`src/rtl/quota_rr_arbiter.sv`:
```
// Credit-limited round-robin drain of WIDTH FWFT source FIFOs into one output FIFO.
// Each owner keeps the output for up to QUOTA words; HOLD_REQ keeps a record from being split.

module quota_rr_lane #(
  parameter int QUOTA_W = 4
) (
  input  logic [QUOTA_W-1:0] quota,
  output logic [QUOTA_W-1:0] q_eff
);
  // A zero quota would stall rotation; treat it as a single word.
  assign q_eff = (quota == '0) ? QUOTA_W'(1) : quota;
endmodule

module quota_rr_arbiter #(
  parameter int WIDTH   = 11,
  parameter int DATA_W  = 32,
  parameter int QUOTA_W = 4,
  parameter int IDX_W   = 4
) (
  input  logic                      BUS_CLK,
  input  logic                      BUS_RST,
  input  logic [WIDTH-1:0]          WRITE_REQ,
  input  logic [WIDTH-1:0]          HOLD_REQ,
  input  logic [WIDTH*DATA_W-1:0]   DATA_IN,
  input  logic [WIDTH*QUOTA_W-1:0]  QUOTA,
  input  logic                      READY_OUT,
  output logic [WIDTH-1:0]          READ_GRANT,
  output logic                      WRITE_OUT,
  output logic [DATA_W-1:0]         DATA_OUT,
  output logic [IDX_W-1:0]          GRANT_ID,
  output logic                      BUSY
);

  typedef enum logic {IDLE, BURST} state_t;

  state_t                          state;
  logic [IDX_W-1:0]                ptr;
  logic [QUOTA_W-1:0]              cnt, cnt_nxt;
  logic [WIDTH-1:0][DATA_W-1:0]    din;
  logic [WIDTH-1:0][QUOTA_W-1:0]   quota, q_eff;
  logic [IDX_W-1:0]                pick;
  logic                            own_req, own_hold, xfer, burst_end;

  assign din   = DATA_IN;
  assign quota = QUOTA;

  for (genvar i = 0; i < WIDTH; i++) begin : g_lane
    quota_rr_lane #(.QUOTA_W(QUOTA_W)) u_lane (
      .quota (quota[i]),
      .q_eff (q_eff[i])
    );
  end

  // First requester at or after the pointer, wrapping past WIDTH-1.
  always_comb begin
    logic found;
    int   s;
    found = 1'b0;
    pick  = '0;
    for (int k = 0; k < WIDTH; k++) begin
      s = int'(ptr) + k;
      if (s >= WIDTH) s = s - WIDTH;
      if (!found && WRITE_REQ[s]) begin
        found = 1'b1;
        pick  = IDX_W'(s);
      end
    end
  end

  assign own_req   = WRITE_REQ[GRANT_ID];
  assign own_hold  = HOLD_REQ[GRANT_ID];
  assign WRITE_OUT = (state == BURST) && own_req && !BUS_RST;
  assign xfer      = WRITE_OUT && READY_OUT;
  assign DATA_OUT  = din[GRANT_ID];

  always_comb begin
    READ_GRANT = '0;
    for (int i = 0; i < WIDTH; i++)
      if (xfer && (GRANT_ID == IDX_W'(i))) READ_GRANT[i] = 1'b1;
  end

  // Count saturates so a long held record cannot wrap back under the quota.
  assign cnt_nxt   = (xfer && (cnt != '1)) ? cnt + 1'b1 : cnt;
  assign burst_end = !own_hold && ((cnt_nxt >= q_eff[GRANT_ID]) || !own_req);

  always_ff @(posedge BUS_CLK) begin
    if (BUS_RST) begin
      state    <= IDLE;
      ptr      <= '0;
      GRANT_ID <= '0;
      BUSY     <= 1'b0;
      cnt      <= '0;
    end else begin
      case (state)
        IDLE: begin
          if (|WRITE_REQ) begin
            GRANT_ID <= pick;
            cnt      <= '0;
            BUSY     <= 1'b1;
            state    <= BURST;
          end
        end
        BURST: begin
          cnt <= cnt_nxt;
          if (burst_end) begin
            ptr   <= (GRANT_ID == IDX_W'(WIDTH-1)) ? '0 : GRANT_ID + 1'b1;
            BUSY  <= 1'b0;
            state <= IDLE;
          end
        end
        default: state <= IDLE;
      endcase
    end
  end

endmodule

```
`config.mk`:
```
export PLATFORM = sky130hd
export DESIGN_NAME = quota_rr_arbiter
export DESIGN_NICKNAME = d
export VERILOG_FILES = /design/src/rtl/quota_rr_arbiter.sv
export SDC_FILE = /design/constraint.sdc
export NUM_CORES = 1
export LEC_CHECK = 0
export ABC_AREA = 1
export CORE_AREA = 8 8 177 179
export DETAILED_ROUTE_END_ITERATION = 8
export DIE_AREA = 0 0 185 187
export MAX_ROUTING_LAYER = met4
export SLEW_MARGIN = 5
export SYNTH_ARGS = -nofsm -noshare
export SYNTH_HDL_FRONTEND = slang
export SYNTH_SLANG_ARGS = --single-unit
```
`constraint.sdc`:
```
create_clock -name BUS_CLK -period 4.6 [get_ports BUS_CLK]
set_input_delay 1.15 -clock BUS_CLK [delete_from_list [all_inputs] [get_ports BUS_CLK]]
set_output_delay 1.15 -clock BUS_CLK [all_outputs]
set_load 0.1 [all_outputs]
```
# == Word-level counts from Yosys, hierarchy flattened ==
# Index checks and enable logic that the tools add are counted.
# op_classes
order_cmp,24
n_reduce_logical,56
mux,105
add_sub_neg,23
n_eq_ne,13
n_bitwise,1
# op_table
operator,n
32-bit two-way mux,12
"32-bit by 6-bit less-than comparator with 1-bit output, second input constant",11
32-bit binary-select mux with 4-bit select,1
4-bit two-way mux,26
"5-bit by 4-bit subtractor with 6-bit output, second input constant",10
1-bit binary-select mux with 4-bit select,13
"5-bit by 4-bit >= comparator with 1-bit output, second input constant",10
1-bit two-way mux,49
4-bit zero test,12
1-bit logical AND,26
"4-bit by 3-bit adder with 5-bit output, second input constant",4
4-bit binary-select mux with 4-bit select,1
"4-bit by 3-bit == test with 1-bit output, second input constant",4
"4-bit by 4-bit adder with 5-bit output, second input constant",3
1-bit zero test,13
"4-bit == test, second input constant",3
11-bit OR reduction,1
"4-bit by 2-bit adder with 5-bit output, second input constant",2
"4-bit by 1-bit adder with 4-bit output, second input constant",2
"4-bit by 2-bit == test with 1-bit output, second input constant",2
4-bit case mux with 2 select lines,1
2-bit AND reduction,3
"4-bit by 1-bit adder with 5-bit output, second input constant",1
"4-bit by 5-bit less-than comparator with 1-bit output, second input constant",1
10 further kinds,11
# word_totals
word_cells,227
register_bits,14
in_bits,421

# == Longest topological paths before layout ==
# Gate-level depths: netlist of the first run.
# logic_depth
depth_word,36
mapped_depth,26
mapped_depth_nobuf,26

# == Modules after synthesis ==
# A second synthesis of the first run with hierarchy kept.
# unflattened
cells_unflattened,1287
area_unflattened_um2,7165.6
# modules_own_cells
module,n_inst,cells_each,area_per_inst_um2
quota_rr_arbiter,1,1199,6835.3
quota_rr_lane,11,8,30.0

# == Worst setup path after synthesis of the first run ==
# No wires, ideal clock.
# synth_timing
path_kind,register -> output
from,reg GRANT_ID[1]
to,out READ_GRANT[1]
arrival_ns,4.527
path_stages_with_launch,11
slack_ns,-1.077
path_buffers,0
path_cell_list,dfxtp_1 > inv_2 > nor2_1 > inv_2 > o22ai_1 > o21ai_1 > nand3_1 > nand2_1 > inv_2 > nand2_2 > nor3_1
# synth_between
elab_chain_cells,7
elab_cells_between_ends,8
classes_between,1 x eq/ne; 3 x mux; 4 x reduce/logical
# synth_rtl
item,line_no,rtl
"start, declared",30,"output logic [IDX_W-1:0] GRANT_ID,"
"start signal, assigned",97,GRANT_ID <= pick;
1-bit binary-select mux with 4-bit select,70,assign own_req = WRITE_REQ[GRANT_ID];
1-bit two-way mux (implied by the code),70,
1-bit logical AND (2 in a row),72,assign WRITE_OUT = (state == BURST) && own_req && !BUS_RST;
net WRITE_OUT,28,"output logic WRITE_OUT,"
1-bit logical AND,73,assign xfer = WRITE_OUT && READY_OUT;
1-bit logical AND,79,if (xfer && (GRANT_ID == IDX_W'(i))) READ_GRANT[i] = 1'b1;
1-bit two-way mux,79,
"end, declared",27,"output logic [WIDTH-1:0] READ_GRANT,"
# The timed path passes the listed nets, and every way through them passes these cells. The select of a mux whose other input is x is not followed.

# == Worst setup path after layout of the first run ==
# layout_timing
from,in WRITE_REQ[7]
to,out READ_GRANT[4]
# layout_between
elab_chain_cells,7
# layout_rtl
item,line_no,rtl
"start, declared",22,"input logic [WIDTH-1:0] WRITE_REQ,"
1-bit binary-select mux with 4-bit select,70,
1-bit two-way mux (implied by the code),70,
1-bit logical AND (2 in a row),72,
1-bit logical AND,73,
1-bit logical AND,79,
1-bit two-way mux,79,
# No other way between the ends. The select of a mux whose other input is x is not followed.

==> results of run 1 <==
==> cells in the mapped netlist, types with 3 or more instances <==
| master | count | area, um^2 |
|---|---|---|
| o31ai_1 | 9 | 67.6 |
| o22ai_1 | 11 | 68.8 |
| buf_2 | 5 | 25.0 |
| a211o_1 | 14 | 123 |
| nand2_1 | 312 | 1170 |
| o21ai_1 | 12 | 60.1 |
| nor2_2 | 4 | 25.0 |
| a31oi_1 | 5 | 31.3 |
| clkbuf_1 | 46 | 173 |
| a221oi_1 | 4 | 35.0 |
| o211ai_1 | 16 | 120 |
| nand4_1 | 27 | 169 |
| dfxtp_1 | 14 | 280 |
| o2111ai_1 | 3 | 26.3 |
| nand2_4 | 7 | 78.8 |
| nand3_2 | 4 | 40.0 |
| ha_1 | 22 | 275 |
| buf_4 | 4 | 30.0 |
| nand3_1 | 108 | 541 |
| inv_2 | 11 | 41.3 |
| a21oi_1 | 95 | 475 |
| nand2_2 | 15 | 93.8 |
| o21ai_2 | 4 | 35.0 |
| or3_1 | 3 | 18.8 |
| nor3_1 | 21 | 105 |
| a21oi_2 | 4 | 35.0 |
| inv_1 | 81 | 304 |
| xor2_1 | 7 | 61.3 |
| a22oi_1 | 150 | 1130 |
| buf_1 | 13 | 48.8 |
| o21ai_0 | 67 | 335 |
| a211oi_1 | 3 | 22.5 |
| a2111o_1 | 5 | 56.3 |
| nor2_1 | 61 | 229 |
==> cell families (layout without fill, tap and decap cells) <==
family / count (synthesis) / count (layout) / share of synthesized area
XOR/XNOR: 9 / 9 / 0.0119
other: 0 / 10 / 0
AND/OR/NAND/NOR: 575 / 575 / 0.397
buffers and inverters: 164 / 617 / 0.0974
adder cells (fa/ha/maj): 22 / 22 / 0.0416
multiplexers: 1 / 1 / 0.00151
flip-flops: 14 / 14 / 0.0424
AO/OA/AOI/OAI: 410 / 410 / 0.408
==> critical path, stage by stage <==
cell             delay [ns]
clkdlybuf4s50_1        0.48
inv_1                  0.14
o22ai_1                0.19
o21ai_1                0.09
nand3_1                0.23
nand2_1                0.10
inv_2                  0.10
nand2_2                0.12
inv_1                  0.13
nand2_1                0.20
nor2_4                 0.18
buf_12                 0.18
==> power groups by stage <==
stage                     registers, W  clock network, W  logic, W
final                         0.000203          0.000185   0.00829
after global routing          0.000207          0.000193   0.00887
after CTS                     0.000202          0.000185   0.00819
after detailed placement      0.000205                 0   0.00815
after global placement        0.000204                 0   0.00819
after floorplan               0.000280                 0   0.00513
==> final timing paths <==
| kind | start | to | slack (ns) |
|---|---|---|---|
| setup / recovery | WRITE_REQ[7] | READ_GRANT[4] | 0.16 |
| hold / removal | BUSY$_SDFFE_PP0P_ | BUSY$_SDFFE_PP0P_ | 0.50 |
| setup reg to reg | GRANT_ID[0]$_SDFFE_PP0P_ | ptr[1]$_SDFFE_PP0P_ | 0.80 |
| hold reg to reg | BUSY$_SDFFE_PP0P_ | BUSY$_SDFFE_PP0P_ | 0.50 |
==> metal layers <==
metal | GRT usage | vias to the layer above
li1 | - | 5231
met1 | 0.350 | 5250
met2 | 0.483 | 623
met3 | 0.103 | 59
met4 | 0.0662 | 0
met5 | - | -
==> registers in the layout (all words and copies together) (netlist names) <==
name	count
GRANT_ID	4
cnt	4
ptr	4
BUSY	1
state	1
==> per-stage QoR <==
stage	TNS (ns)	util	power [W]
finish	0	0.443	0.00867
global route	0	0.443	0.00927
CTS	0	0.442	0.00858
detailed placement	0	0.439	0.00835
global placement	0	0.439	0.00840
floorplan	-1.37	-	0.00541
==> layout by cell type (no fill, tap or decap), types with 7 or more instances in the layout <==
cell             instances
a211o_1                 14
a21oi_1                 95
a22oi_1                150
buf_12                  48
buf_4                   44
clkdlybuf4s50_1        425
dfxtp_1                 14
diode_2                 10
ha_1                    22
inv_1                   80
inv_2                   12
nand2_1                312
nand2_2                 15
nand2_4                  7
nand3_1                108
nand4_1                 27
nor2_1                  52
nor2_4                  10
nor3_1                  16
o211ai_1                16
o21ai_0                 67
o21ai_1                 12
o22ai_1                 11
o31ai_1                  9
xor2_1                   7
==> final cells by class <==
cell class / instances / area [um^2]
diodes: 10 / 25.0
multi-input cells: 1017 / 5780
fillers: 2949 / 15800
flip-flops and latches: 14 / 280
clock buffers: 4 / 88.8
repair buffers: 517 / 5550
inverters: 96 / 368
well taps: 384 / 480
==> results.md, run 1 <==
* Status: complete, no violations
* VDD IR-drop max at 0.462 mV
* First DRT Iteration DRCs at 1187
* Power Density at 690 nW/um^2
* Routed WL at 53.5 mm
* Syn-to-layout area delta at 89.9%
* CP Class: primary input to output pin
* Distinct cell type count of the synthesized netlist at 55
* Worst-path clk slew at 0.05 ns
* TritonCTS clock tree: yes
* Layout cells sized above 1 at 0.105
* Fin cells at 2042
* Clk root buf: clkbuf_16
* Post-Synthesis Cells at 1195
* First-pass GRT wire length at 75.6 mm
* Post-DP Area at 12500 um^2
* Final instance area at 12600 um^2
* Clock power frac at 0.021
* Rows at 62
* Synthesized flop and latch total at 14
* PortBufs at 469
* Worst skew pair latency at 0.24 ns
* Hold Path Class: flip-flop to flip-flop
* FMAX at 0.225 GHz
* Setup WS pre-CTS at 0.196 ns
* Largest net degree at the start of global routing at 107
* Htree depth at 1
* Die width at 185 um
* Critical Path AT at 3.29 ns
* Die height at 187 um
* # Max-Cap Violations at 0
* Lkg Pwr at 5.07 nW
* Yosys warnings at 0
* Cts hold-fix bufs at 0
* Ys flop type: dfxtp_1
* DR WL/cell at 26.2 um
* Initial Utilization at 0.233
* CTS Buffer Depth at 2
* Crit Path Max Fanout at 7
* RSZ-0062 raised after global routing: false
* Cell Area, Synth at 6620 um^2
* Sw frac at 0.666
* Gpl congestion at 1.06
* Number of synthesized flops with an enable pin at 0
* Nets@finish at 2092
* CTS Sinks at 14
* Resized cells post-CTS at 0
* Num CTS Buffers at 3
* Final setup violation count at 0
* Fin crit period at 4.44 ns
* Startpoint Class: primary input
* Worst slew pin tran at 1.04 ns
* DRT Pass-1 Iters at 5
* P_sw at 0.00577 W
* Met2 WL post-DR at 24.8 mm
* Sequential power share at 0.023
* Final Hold Vio Count at 0
* Hold Worst Slack at 0.499 ns
* Fin Clk Skew at 0.000983 ns
* CP Data Required Time at 3.45 ns
* Post-CTS setup buffer count at 0
* Drt drc at 0
* Period utilization at 0.965
* Inst Count DP at 2028
* DR vias/cell at 5.47
* Num ports at 470
* Final slew viol count at 0
* Metal-1 WL at 21.7 mm
* DP HPWL at 44.7 mm
* Syn_area_per_cell at 5.54 um^2
* Post-synth ARST share at 0
* WL met3 at 5.84 mm
* Reg2Reg Depth at 20
* Vias at 11200
* Hold Path Cell Cnt at 2
* Total die area at 34600 um^2
* Vias in the first global route at 10900
* Slew headroom at 0.306
* Gr usage total at 0.298
* Total grt overflow at 0
* Comb pwr share at 0.955
* CP endpoint kind: output pin
* Initial antenna violation count at 9
* ANT nets after route at 0
* Core area at 28400 um^2
* Setup WS post-layout at 0.159 ns
* Pint at 0.00290 W
* Part of the Yosys area used for sequential elements at 0.0424
* Syn nets at 1638
* DR top layer: met4
Power figures use the tool's default switching activity.
==> inputs of run 2 (changes only) <==
--- a/config.mk
+++ b/config.mk
@@ -10,6 +10,7 @@
 export DETAILED_ROUTE_END_ITERATION = 8
 export DIE_AREA = 0 0 185 187
 export MAX_ROUTING_LAYER = met4
+export RECOVER_POWER = 50
 export SLEW_MARGIN = 5
 export SYNTH_ARGS = -nofsm -noshare
 export SYNTH_HDL_FRONTEND = slang
==> results.md, run 2 (same netlist as run 1, synthesis figures left out) <==
* Initial Utilization at 0.233 (unchanged)
* Worst-path clk slew at 0.05 ns (about the same)
* Commonest non-fill, non-tap cell in the layout: clkdlybuf4s50_1
* Final setup violation count at 0 (unchanged)
* Layout cells sized above 1 at 0.103 (-0.00243)
* Lkg Pwr at 4.99 nW (-1.6%)
* Gpl congestion at 1.06 (unchanged)
* Total grt overflow at 0 (unchanged)
* Period utilization at 0.952 (-0.0130)
* CTS Buffer Depth at 2 (unchanged)
* Setup WS post-layout at 0.219 ns (+0.0597 ns)
* Num CTS Buffers at 3 (unchanged)
* Max incr delay on CP at 0.63 ns (+0.15 ns)
* Fillers at 2985 (+1.2%)
* Startpoint Class: flip-flop
* # Max-Cap Violations at 0 (unchanged)
* ANT nets after route at 0 (unchanged)
* Crit path cell chain: nand2_1 -> clkinv_1 -> clkbuf_4 -> a22oi_1 -> a21oi_1 -> a2111o_1 -> clkbuf_2
* Hold Path Class: flip-flop to flip-flop
* First-pass GRT wire length at 75.6 mm (unchanged)
* Fin cells at 2041 (-0.049%)
* Post-CTS setup buffer count at 0 (unchanged)
* Htree depth at 1 (unchanged)
* DR WL/cell at 26.2 um (about the same)
* Resized cells post-CTS at 0 (unchanged)
* TritonCTS clock tree: yes
* Worst skew pair latency at 0.24 ns (about the same)
* RSZ-0062 raised after global routing: false
* Cts hold-fix bufs at 0 (unchanged)
* Fin Clk Skew at 0.000971 ns (-0.0000118 ns)
* Die height at 187 um (unchanged)
* CTS Sinks at 14 (unchanged)
* CP Class: flip-flop to output pin
* Crit Path Max Fanout at 61 (+54)
* Fin crit period at 4.38 ns (-0.0597 ns)
* Vias in the first global route at 10900 (unchanged)
* Initial antenna violation count at 9 (unchanged)
* VDD IR-drop max at 0.442 mV (-4.4%)
* FMAX at 0.228 GHz (+1.4%)
* CP endpoint kind: output pin
* CP Data Required Time at 3.45 ns (about the same)
* Routed WL at 53.5 mm (about the same)
* DRT Pass-1 Iters at 5 (unchanged)
* Most frequent cells in the layout: clkdlybuf4s50_1 (420), nand2_1 (312), a22oi_1 (150)
* Drt drc at 0 (unchanged)
* DP HPWL at 44.7 mm (unchanged)
* Die width at 185 um (unchanged)
* Syn-to-layout area delta at 85.8%
* CP max-delay cell: clkbuf_4
* Clk root buf: clkbuf_16
* DR vias/cell at 5.45 (-0.35%)
* Largest net degree at the start of global routing at 107 (unchanged)
* Rows at 62 (unchanged)
* Inst Count DP at 2028 (unchanged)
* Critical Path AT at 3.23 ns (-0.06 ns)
* Worst slew pin tran at 1.04 ns (+0.00308 ns)
* Final slew viol count at 0 (unchanged)
* Hold Path Cell Cnt at 2 (unchanged)
* Num ports at 470 (unchanged)
* Reg2Reg Depth at 15 (-25%)
* First DRT Iteration DRCs at 1168 (-1.6%)
* Gr usage total at 0.298 (unchanged)
* Nets@finish at 2092 (unchanged)
* Power Density at 678 nW/um^2 (-1.8%)
* Vias at 11100 (-0.39%)
* Slew headroom at 0.304 (-0.00218)
* Core area at 28400 um^2 (unchanged)
* Regs by FF count: GRANT_ID (4), cnt (4), ptr (4)
* Status: complete, no violations
* Final Hold Vio Count at 0 (unchanged)
* Setup WS pre-CTS at 0.196 ns (unchanged)
* PortBufs at 469 (unchanged)
* Total die area at 34600 um^2 (unchanged)
[run 2: changes by cell type in the layout (fill, tap and decap cells not counted), sizes merged]
| cell | before | now |
|---|---|---|
| dlygate4sd3 | 0 | 5 |
| clkinv | 2 | 3 |
| clkbuf | 4 | 22 |
| inv | 94 | 93 |
| clkdlybuf4s50 | 425 | 420 |
| buf | 92 | 74 |
| diode | 10 | 9 |
[run 2: metrics by stage]
| step | power, W | util | hold slack (ns) | setup TNS [ns] | cell area (um^2) |
|---|---|---|---|---|---|
| CTS | 0.00858 | 0.442 | 0.503 | 0 | 12500 |
| finish | 0.00834 | 0.433 | 0.493 | 0 | 12300 |
| floorplan | 0.00541 | - | 0.470 | -1.37 | 6680 |
| global placement | 0.00840 | 0.439 | 0.495 | 0 | 12500 |
| global route | 0.00891 | 0.433 | 0.516 | 0 | 12300 |
| detailed placement | 0.00835 | 0.439 | 0.497 | 0 | 12500 |
[run 2: per-layer routing]
layer / track usage / part of all wire / vias to the layer above
met3: 0.103 / 0.10 / 61
met4: 0.0662 / 0.024 / 0
met2: 0.483 / 0.46 / 663
met5: - / 0 / -
li1: - / - / 5228
met1: 0.350 / 0.41 / 5167
[run 2: cell type report]
| class | count | area (um^2) | share of cell area |
|---|---|---|---|
| well taps | 384 | 480 | 0.0391 |
| inverters | 96 | 368 | 0.0299 |
| flip-flops and latches | 14 | 280 | 0.0228 |
| clock buffers | 4 | 88.8 | 0.00723 |
| multi-input cells | 1017 | 5770 | 0.470 |
| diodes | 9 | 22.5 | 0.00183 |
| repair buffers | 517 | 5280 | 0.430 |
[run 2: critical path, delay by kind of cell, from the launching register on]
kind	cells	cell delay, ns
compound gates	3	0.52
buf+inv	3	1.32
flops	1	0.58
simple gates	1	0.44
[run 2: path summary, 6_finish.rpt]
| kind | slack (ns) | startpoint | end |
|---|---|---|---|
| min | 0.49 | BUSY$_SDFFE_PP0P_ | BUSY$_SDFFE_PP0P_ |
| max | 0.22 | GRANT_ID[1]$_SDFFE_PP0P_ | DATA_OUT[31] |
| max reg2reg | 0.71 | GRANT_ID[1]$_SDFFE_PP0P_ | ptr[1]$_SDFFE_PP0P_ |
| min reg2reg | 0.49 | BUSY$_SDFFE_PP0P_ | BUSY$_SDFFE_PP0P_ |
[run 2: power by group]
group          switching, W  internal [W]  leakage [nW]
clock             0.0000534      0.000132        0.0442
combinational       0.00562       0.00233          4.83
sequential        0.0000512      0.000152         0.115
total               0.00572       0.00261          4.99
==> inputs of run 3 (changes only) <==
--- a/config.mk
+++ b/config.mk
@@ -9,7 +9,6 @@
 export CORE_AREA = 8 8 177 179
 export DETAILED_ROUTE_END_ITERATION = 8
 export DIE_AREA = 0 0 185 187
-export MAX_ROUTING_LAYER = met4
 export RECOVER_POWER = 50
 export SLEW_MARGIN = 5
 export SYNTH_ARGS = -nofsm -noshare
==> results.md, run 3 (same netlist as run 1, synthesis figures left out) <==
* Worst-path clk slew at 0.04 ns (about the same)
* # Max-Cap Violations at 0 (unchanged)
* Layout cells sized above 1 at 0.110 (+0.00716)
* WP buf/inv at 5 (+2)
* DR WL/cell at 26.1 um (-0.50%)
* Routed WL at 53.4 mm (-0.21%)
* Reg2Reg Depth at 22 (+7)
* Vias at 11100 (-0.22%)
* Die height at 187 um (unchanged)
* Slew headroom at 0.304 (about the same)
* Vias in the first global route at 10900 (+0.13%)
* CP Data Required Time at 3.45 ns (about the same)
* CTS Sinks at 14 (unchanged)
* Setup WS pre-CTS at 0.218 ns (+0.0222 ns)
* Initial Utilization at 0.233 (unchanged)
* DR vias/cell at 5.42 (-0.52%)
* CP endpoint kind: output pin
* Met2 WL post-DR at 25.2 mm (+1.3%)
* Total grt overflow at 0 (unchanged)
* RSZ-0062 raised after global routing: false
* CTS Buffer Depth at 2 (unchanged)
* Lkg Pwr at 5.04 nW (+1.1%)
* Die width at 185 um (unchanged)
* Design Power at 0.00839 W (+0.71%)
* CP max-delay cell: clkdlybuf4s50_1
* Worst setup path start: WRITE_REQ[7]
* TritonCTS clock tree: yes
* Cts hold-fix bufs at 0 (unchanged)
* Worst skew pair latency at 0.24 ns (about the same)
* Htree depth at 1 (unchanged)
* Rows at 62 (unchanged)
* Post-CTS setup buffer count at 0 (unchanged)
* CP Depth at 12 (+5)
* Total die area at 34600 um^2 (unchanged)
* Nets@finish at 2103 (+0.53%)
* Initial antenna violation count at 4 (-5)
* PortBufs at 469 (unchanged)
* Core area at 28400 um^2 (unchanged)
* Power Density at 680 nW/um^2 (+0.31%)
* Fin crit period at 4.37 ns (-0.00984 ns)
* ANT nets after route at 0 (unchanged)
* Hold Path Class: flip-flop to flip-flop
* DRT Pass-1 Iters at 6 (+1)
* Metal-1 WL at 20.8 mm (-4.7%)
* VDD IR-drop max at 0.560 mV (+27%)
* Fillers at 2977 (-0.27%)
* DP HPWL at 44.7 mm (about the same)
* First-pass GRT wire length at 75.2 mm (-0.56%)
* Final Hold Vio Count at 0 (unchanged)
* Worst r2r src: ptr[0]$_SDFFE_PP0P_
* Fin Clk Skew at 0.00286 ns (+0.00189 ns)
* Syn-to-layout area delta at 86.5%
* DR top layer: met5
* Inst Count DP at 2039 (+0.54%)
* First DRT Iteration DRCs at 998 (-15%)
* Crit path cell chain: clkdlybuf4s50_1 -> inv_1 -> o22ai_1 -> o21ai_1 -> nand3_1 -> nand2_1 -> inv_2 -> nand2_2 -> inv_1 -> nand2_1 -> nor2_4 -> buf_12
* Num ports at 470 (unchanged)
* CP top delay family: buffers and inverters
* Crit Path Max Fanout at 7 (-89%)
* Largest net degree at the start of global routing at 107 (unchanged)
* Resized cells post-CTS at 0 (unchanged)
* Startpoint Class: primary input
* Critical R2R Capture: GRANT_ID[3]$_SDFFE_PP0P_
* Gpl congestion at 0.990 (-6.9%)
* Status: complete, no violations
* Gr usage total at 0.289 (-0.00872)
* FF/Latch Area at 280 um^2 (unchanged)
* Num CTS Buffers at 3 (unchanged)
* Register-to-register setup slack at 0.73 ns (+0.02 ns)
* Commonest non-fill, non-tap cell in the layout: clkdlybuf4s50_1
* Setup WS post-layout at 0.229 ns (+0.00984 ns)
* Max incr delay on CP at 0.49 ns (-0.14 ns)
* Clk root buf: clkbuf_16
* Critical Path AT at 3.22 ns (about the same)
* Most frequent cells in the layout: clkdlybuf4s50_1 (420), nand2_1 (312), a22oi_1 (150)
* WL met3 at 6.28 mm (+13%)
* Multi-input gate area at 5780 um^2 (about the same)
* Drt drc at 0 (unchanged)
* Worst slew pin tran at 1.04 ns (+0.0000176 ns)
* Regs by FF count: GRANT_ID (4), cnt (4), ptr (4)
* FMAX at 0.229 GHz (+0.23%)
* Crit path capture: READ_GRANT[8]
* Final slew viol count at 0 (unchanged)
* Fin cells at 2047 (+0.29%)
* CP Class: primary input to output pin
* Final setup violation count at 0 (unchanged)
* Period utilization at 0.950 (-0.00214)
[run 3: changes by cell type in the layout (fill, tap and decap cells not counted), moves of 2 or more]
cell,change
buf_4,+10
buf_2,+2
diode_2,-5
clkbuf_2,+8
clkbuf_4,-9
[run 3: how the worst min path moves through the flow]
stage / startpoint / to / cells past startpoint
after global routing: BUSY$_SDFFE_PP0P_ / BUSY$_SDFFE_PP0P_ / 2
after global placement: BUSY$_SDFFE_PP0P_ / BUSY$_SDFFE_PP0P_ / 2
after floorplan: cnt[0]$_SDFFE_PP0P_ / cnt[0]$_SDFFE_PP0P_ / 2
after detailed placement: BUSY$_SDFFE_PP0P_ / BUSY$_SDFFE_PP0P_ / 2
final: BUSY$_SDFFE_PP0P_ / BUSY$_SDFFE_PP0P_ / 2
after CTS: BUSY$_SDFFE_PP0P_ / BUSY$_SDFFE_PP0P_ / 2
[run 3: power by group]
| part | internal [W] | total, W | switching [W] |
|---|---|---|---|
| Combinational | 0.00237 | 0.00802 | 0.00565 |
| Sequential | 0.000152 | 0.000193 | 0.0000415 |
| Clock | 0.000132 | 0.000181 | 0.0000493 |
[run 3: final cells by class]
class / instances / area share
Clock buffer: 4 / 0.00720
Timing Repair Buffer: 528 / 0.432
Antenna cell: 4 / 0.000811
Tap cell: 384 / 0.0389
Inverter: 96 / 0.0298
Sequential cell: 14 / 0.0227
Multi-Input combinational cell: 1017 / 0.468
[run 3: tightest hold or removal path: cells and delay by family, from the launching register on]
family           cells  cell delay, ns
AO/OA/AOI/OAI        1            0.05
flip-flops           1            0.32
AND/OR/NAND/NOR      1            0.07
[run 3: routing by layer]
metal / vias up / GRT usage
li1: 5240 / -
met1: 5139 / 0.346
met2: 653 / 0.490
met3: 60 / 0.102
met4: 2 / 0.0582
met5: - / 0
[run 3: stage by stage]
stage                     area, um^2  utilization  hold WS (ns)  setup TNS, ns
after floorplan                 6680            -         0.470          -1.37
after detailed placement       12500        0.441         0.495              0
after global placement         12500        0.441         0.493              0
after global routing           12300        0.435         0.501              0
after CTS                      12600        0.444         0.503              0
final                          12300        0.435         0.488              0
